$ cat src/rtl/max_pool_2x2_if.sv
// Pixel stream interface for the 2x2 max-pooling stage.
// The master drives pixels in and observes pooled results.
// The slave is the pooling stage itself.
interface max_pool_2x2_if #(
  parameter int DATA_W = 32
);
  logic [DATA_W-1:0] Data_In;
  logic              Valid_In;
  logic [DATA_W-1:0] Data_Out;
  logic              Valid_Out;
  logic              Out_Last;
  logic              Frame_Done;

  modport master (
    output Data_In, Valid_In,
    input  Data_Out, Valid_Out, Out_Last, Frame_Done
  );

  modport slave (
    input  Data_In, Valid_In,
    output Data_Out, Valid_Out, Out_Last, Frame_Done
  );
endinterface

$ cat src/rtl/max_pool_2x2.sv
// 2x2 stride-2 max-pooling stage for a row-major signed pixel stream.
// Even rows fold horizontal pair maxima into a half-row line buffer.
// Odd rows combine the buffered maximum with the current pair and emit one result per window.
// A trailing odd row or column is consumed without producing output.
// There is no backpressure: one pixel is accepted on every clock with Valid_In high.
module max_pool_2x2 #(
  parameter int DATA_W = 32,
  parameter int IMG_W  = 28,
  parameter int IMG_H  = 28
) (
  input  logic           clk,
  input  logic           rst,
  max_pool_2x2_if.slave  bus
);

  localparam int CW       = $clog2(IMG_W);
  localparam int RW       = $clog2(IMG_H);
  localparam int LB_DEPTH = IMG_W / 2;
  localparam int LB_AW    = (LB_DEPTH > 1) ? $clog2(LB_DEPTH) : 1;
  localparam bit W_ODD    = (IMG_W % 2) == 1;
  localparam bit H_ODD    = (IMG_H % 2) == 1;

  localparam logic [CW-1:0] COL_LAST      = CW'(IMG_W - 1);
  localparam logic [CW-1:0] COL_POOL_LAST = CW'(2 * (IMG_W / 2) - 1);
  localparam logic [RW-1:0] ROW_LAST      = RW'(IMG_H - 1);
  localparam logic [RW-1:0] ROW_POOL_LAST = RW'(2 * (IMG_H / 2) - 1);
  localparam logic [RW-1:0] ROW_PRE_DROP  = RW'(IMG_H - 2);

  // Row-parity state: EVEN rows fill the line buffer, ODD rows emit, DROP skips an unpaired last row.
  typedef enum logic [1:0] {
    ST_EVEN = 2'd0,
    ST_ODD  = 2'd1,
    ST_DROP = 2'd2
  } state_e;

  state_e            state_q, state_d;
  logic [CW-1:0]     col_q, col_d;
  logic [RW-1:0]     row_q, row_d;
  logic [DATA_W-1:0] hreg_q;
  logic [DATA_W-1:0] linebuf [LB_DEPTH];
  logic [DATA_W-1:0] data_q;
  logic              valid_q;
  logic              last_q;
  logic              done_q;

  logic              col_end;
  logic              frame_end;
  logic              in_pair;
  logic              pair_done;
  logic              lb_we;
  logic [LB_AW-1:0]  lb_idx;
  logic [DATA_W-1:0] hmax;
  logic [DATA_W-1:0] pool;

  function automatic logic [DATA_W-1:0] smax(input logic [DATA_W-1:0] a,
                                             input logic [DATA_W-1:0] b);
    return ($signed(a) > $signed(b)) ? a : b;
  endfunction

  // Position decode, pair maxima and next counter/state values for the pixel on the bus.
  always_comb begin
    col_end   = (col_q == COL_LAST);
    frame_end = col_end && (row_q == ROW_LAST);
    // The unpaired last column of an odd-width frame is consumed but never pooled.
    in_pair   = !(W_ODD && col_end);
    pair_done = bus.Valid_In && in_pair && col_q[0];
    lb_idx    = LB_AW'(col_q >> 1);
    hmax      = smax(hreg_q, bus.Data_In);
    pool      = smax(linebuf[lb_idx], hmax);
    lb_we     = pair_done && (state_q == ST_EVEN);

    col_d = col_end ? '0 : col_q + 1'b1;
    row_d = row_q;
    if (col_end) begin
      row_d = (row_q == ROW_LAST) ? '0 : row_q + 1'b1;
    end

    unique case (state_q)
      ST_EVEN: state_d = ST_ODD;
      ST_ODD:  state_d = (H_ODD && (row_q == ROW_PRE_DROP)) ? ST_DROP : ST_EVEN;
      default: state_d = ST_EVEN;
    endcase
  end

  // Pair holding register and line buffer; both are always written before they are read.
  // NOTE: storage that is provably written before use is left out of reset so it maps to plain RAM/flops without a reset network.
  always_ff @(posedge clk) begin
    if (bus.Valid_In && in_pair && !col_q[0]) begin
      hreg_q <= bus.Data_In;
    end
    if (lb_we) begin
      linebuf[lb_idx] <= hmax;
    end
  end

  // Counters, row-parity FSM and registered result/marker outputs.
  // NOTE: state is updated with non-blocking assignments so every register samples pre-edge values.
  always_ff @(posedge clk) begin
    if (rst) begin
      col_q   <= '0;
      row_q   <= '0;
      state_q <= ST_EVEN;
      data_q  <= '0;
      valid_q <= 1'b0;
      last_q  <= 1'b0;
      done_q  <= 1'b0;
    end else begin
      valid_q <= 1'b0;
      last_q  <= 1'b0;
      done_q  <= 1'b0;
      if (bus.Valid_In) begin
        col_q  <= col_d;
        row_q  <= row_d;
        done_q <= frame_end;
        if (col_end) begin
          state_q <= state_d;
        end
        if (pair_done && (state_q == ST_ODD)) begin
          data_q  <= pool;
          valid_q <= 1'b1;
          last_q  <= (row_q == ROW_POOL_LAST) && (col_q == COL_POOL_LAST);
        end
      end
    end
  end

  assign bus.Data_Out   = data_q;
  assign bus.Valid_Out  = valid_q;
  assign bus.Out_Last   = last_q;
  assign bus.Frame_Done = done_q;

endmodule

$ cat src/flat_wrapper.sv
// flat-port wrapper written by rule: the top's interface ports become plain ports
module max_pool_2x2_flat 
#(
  parameter int DATA_W = 32,
  parameter int IMG_W  = 28,
  parameter int IMG_H  = 28
)
  (clk, rst, bus_Data_In, bus_Valid_In, bus_Data_Out, bus_Valid_Out, bus_Out_Last, bus_Frame_Done);
  max_pool_2x2_if #(.DATA_W(DATA_W)) bus_i ();
  input  logic clk;
  input  logic rst;
  input wire logic [$bits(bus_i.Data_In)-1:0] bus_Data_In;
  input wire logic [$bits(bus_i.Valid_In)-1:0] bus_Valid_In;
  output wire logic [$bits(bus_i.Data_Out)-1:0] bus_Data_Out;
  output wire logic [$bits(bus_i.Valid_Out)-1:0] bus_Valid_Out;
  output wire logic [$bits(bus_i.Out_Last)-1:0] bus_Out_Last;
  output wire logic [$bits(bus_i.Frame_Done)-1:0] bus_Frame_Done;
  assign bus_i.Data_In = bus_Data_In;
  assign bus_i.Valid_In = bus_Valid_In;
  assign bus_Data_Out = bus_i.Data_Out;
  assign bus_Valid_Out = bus_i.Valid_Out;
  assign bus_Out_Last = bus_i.Out_Last;
  assign bus_Frame_Done = bus_i.Frame_Done;
  max_pool_2x2 #(.DATA_W(DATA_W), .IMG_W(IMG_W), .IMG_H(IMG_H)) u_core (.clk(clk), .rst(rst), .bus(bus_i));
endmodule
$ cat config.mk
export PLATFORM = sky130hd
export DESIGN_NAME = max_pool_2x2_flat
export DESIGN_NICKNAME = d
export VERILOG_FILES = /design/src/rtl/max_pool_2x2_if.sv /design/src/rtl/max_pool_2x2.sv /design/src/flat_wrapper.sv
export SDC_FILE = /design/constraint.sdc
export NUM_CORES = 1
export LEC_CHECK = 0
export CAP_MARGIN = 20
export CORE_ASPECT_RATIO = 1.4
export CORE_MARGIN = 2
export CORE_UTILIZATION = 55
export DETAILED_ROUTE_END_ITERATION = 7
export PLACE_DENSITY = 0.74
export REMOVE_ABC_BUFFERS = 1
export SYNTH_ARGS = -nofsm -noshare
export SYNTH_HDL_FRONTEND = slang
export SYNTH_SLANG_ARGS = --single-unit
$ cat constraint.sdc
create_clock -name clk -period 5.9 [get_ports clk]
set_input_delay 0.885 -clock clk [delete_from_list [all_inputs] [get_ports clk]]
set_output_delay 0.885 -clock clk [all_outputs]
set_load 0.01 [all_outputs]
==> flow_metrics.env <==
export IMPL_synth_area_top_cells="edfxtp_1, mux4_2, dfxtp_1, mux2i_1, ha_1"
export IMPL_outcome="completed"
export IMPL_avgSynthCellArea_um2=17.3
export IMPL_place_gp_congestion=0.818
export IMPL_fin_skew_ps=24.3
export IMPL_cts_buffers=49
export IMPL_period_minus_slack_ps=5790
export IMPL_power_density_nw_per_um2=316
export IMPL_gr_total_overflow=0
export IMPL_wire_per_inst_um=26.0
export IMPL_path_clk_slew_ps=60
export IMPL_cts_root_buf="clkbuf_16"
export IMPL_hold_violations=0
export IMPL_syn2layout_area_growth_pct=15.0
export IMPL_yosysWarnings=0
export IMPL_synthMuxAreaShare_pct=14.2
export IMPL_hold_class="register to register"
export IMPL_viasPerCell=6.11
export IMPL_synth_area_um2=22200
export IMPL_worst_pin_slew_ps=1110
export IMPL_drt_iter0_markers=1163
export IMPL_yosysUniqueCellTypes=45
export IMPL_layout_drive_gt1_share_pct=19.0
export IMPL_synth_xor_area_share_pct=0.276
export IMPL_cp_start_kind="input pin"
export IMPL_async_flop_share_pct=0
export IMPL_rows=87
export IMPL_ir_drop_mv=0.214
export IMPL_drcViolationCount=0
export IMPL_synth_compound_area_share_pct=6.31
export IMPL_ant_nets=0
export IMPL_cp_max_fo=10
export IMPL_clockBufferDepth=3
export IMPL_cts_htree_levels=2
export IMPL_criticalPathCategory="input pin to register"
export IMPL_clkLatencyLatePin_ps=580
export IMPL_grt_pass1_vias=12495
export IMPL_cts_tree="done"
export IMPL_initial_core_util_pct=55.5
export IMPL_fill_cells=2855
export IMPL_drt_pass1_iterations=7
export IMPL_rsz0062_at_grt="no"
export IMPL_grt_first_pass_wirelength_um=77000
export IMPL_seqCellArea_um2=15400
export IMPL_multi_input_area_um2=6290
export IMPL_pin_count=70
export IMPL_wirelength_um=51600
export IMPL_nNetsFinal=1513
export IMPL_vias=12134
export IMPL_path_cells="clkdlybuf4s50_1 -> inv_1 -> ha_1 -> nand4_1 -> nor3_4 -> o21ai_1 -> a31oi_1 -> mux2i_1 -> a31oi_4 -> buf_12 -> buf_4 -> mux2i_1 -> ha_1 -> a21oi_1 -> nor2_1 -> a211oi_1 -> o21ai_0 -> a2bb2oi_1 -> nor3b_2 -> nor3b_4 -> buf_4 -> a221oi_1"
export IMPL_period_share_pct=98.1
export IMPL_synthAdderAreaFrac_pct=3.71
export IMPL_synth_top_cell_area_share_pct=64.8
export IMPL_layout_setup_ws_ps=111
export IMPL_worstPathRequired_ps=6360
export IMPL_slew_headroom_pct=26.0
export IMPL_slowest_delay_ps=530
export IMPL_port_buffers=69
export IMPL_cts_setup_buffers=0
export IMPL_synth_simple_area_share_pct=3.21
export IMPL_ys_flop_type="edfxtp_1"
export IMPL_cpMaxStageDelayCell="clkdlybuf4s50_1"
export IMPL_syn_inst=1284
export IMPL_worst_setup_path_end_kind="register"
export IMPL_dieArea_um2=42100
export IMPL_antenna_found_initial=2
export IMPL_cts_hold_buffers=0
export IMPL_grt_usage_pct=24.8
export IMPL_coreArea_um2=40100
export IMPL_cts_sink_count=530
export IMPL_ys_ff_latch=530
export IMPL_die_x_um=174
export IMPL_grt_max_degree=54
export IMPL_die_h_um=242
export IMPL_slew_violations=0
export IMPL_drv_cap=0
export IMPL_dp_slack_ps=-638
export IMPL_synth_edf_count=480
export IMPL_synth_top_family_by_area="multiplexers"
export IMPL_power_mw=8.09
export IMPL_hpwl_um=31400
export IMPL_ys_seq_area_share_pct=69.3
export IMPL_p_leak_nw=8.76
export IMPL_synth_top_cell_by_area="edfxtp_1"
export IMPL_setup_viol=0
export IMPL_cp_data_arrival_time_ps=6250
export IMPL_fmax_mhz=173
==> power breakdown <==
part / switching, mW / total (mW) / internal [mW]
Clock: 1.33 / 3.05 / 1.72
Combinational: 0.461 / 0.770 / 0.308
Sequential: 0.0285 / 4.27 / 4.24
==> metal layers <==
metal  vias to the layer above  GRT usage, %  share of wire (%)
met2                       499          41.6                 50
met3                        82          3.80                7.1
met5                         -             0              0.025
met1                      6223          33.9                 40
met4                         2          7.41                2.5
li1                       5328             -                  -
==> logic make-up (layout without fill, tap and decap cells) <==
logic type	after synthesis	after routing
DFF	530	530
adders and majority gates	66	66
xor gates and xnor gates	7	7
other	0	1
AOI/OAI and AO/OA	180	180
muxes	195	195
and+or+nand+nor	144	144
buffers and inverters	162	329
==> metrics by stage <==
step,TNS (ps),hold slack [ps],instances,area (um^2),utilization [%]
3_5_place_dp,-18570,502,1895,24000,60.0
3_3_place_gp,-12650,512,1895,24000,60.0
4_1_cts,0,516,1985,25600,63.8
2_1_floorplan,-102550,483,1220,21900,-
6_report,0,513,1986,25600,63.8
5_1_grt,0,534,1986,25600,63.8
==> cell type report <==
class,count,area share [%]
antenna,1,0.00979
clock buffer,71,5.28
clock inverter,19,0.695
inverter,98,1.44
multi-input combinational,592,24.6
sequential,530,60.3
tap,534,2.61
timing repair buffer,141,5.04
==> worst max-delay path: cells and delay by family <==
kind / cells / cell delay (ps)
buffers and inverters: 5 / 1190
multiplexers: 2 / 490
AND/OR/NAND/NOR: 5 / 1030
adder cells (fa/ha/maj): 2 / 640
AO/OA/AOI/OAI: 8 / 1990
==> cell usage after synthesis, types with 10 or more instances <==
master      n
edfxtp_1  480
mux2i_1    99
inv_1      98
mux4_2     96
ha_1       66
nand2_1    51
dfxtp_1    50
clkbuf_1   40
nor2_1     35
o211ai_1   33
o21bai_1   32
o21a_1     31
a21oi_1    25
a221oi_1   20
buf_2      17
nand4_1    17
a221oi_2   13
o21ai_0    10
==> flip-flops by register name (all words and copies together), names as in the netlist, named ones only <==
register,cells
u_core.hreg_q,32
u_core.linebuf,448
u_core.bus.Valid_Out,1
u_core.row_q,5
u_core.bus.Out_Last,1
u_core.state_q,1
u_core.bus.Frame_Done,1
u_core.bus.Data_Out,32
u_core.col_q,5
==> worst paths after layout <==
path                                   startpoint                       to  slack, ps  cells past startpoint
worst max-delay path              bus_Data_In[11]  u_core.bus.Data_Out[13]        110                     22
worst min-delay path              u_core.row_q[4]      u_core.bus.Out_Last        510                      1
worst max register to register  u_core.hreg_q[11]  u_core.bus.Data_Out[13]        620                     20
worst min register to register    u_core.row_q[4]      u_core.bus.Out_Last        510                      1
==> placed cells by master (no fill, tap or decap), types with 13 or more instances in the layout <==
master | netlist | routed
a221oi_1 | 20 | 20
nand4_1 | 17 | 17
o211ai_1 | 33 | 33
inv_1 | 98 | 98
ha_1 | 66 | 66
clkbuf_1 | 40 | 18
mux2i_1 | 99 | 99
a21oi_1 | 25 | 25
edfxtp_1 | 480 | 480
buf_4 | 0 | 67
a221oi_2 | 13 | 13
mux4_2 | 96 | 96
clkbuf_16 | 0 | 49
o21bai_1 | 32 | 32
clkdlybuf4s50_1 | 0 | 68
nor2_1 | 35 | 24
dfxtp_1 | 50 | 46
o21a_1 | 31 | 31
nand2_1 | 51 | 51
==> repair_timing <==
item / CTS / global route
gates cloned: 0 / 0
gates resized for setup: 2 / 1
endpoints found under the setup margin: 19 / 30
pin swaps: 0 / 1
Note: power is estimated with default switching activity, not from simulation.
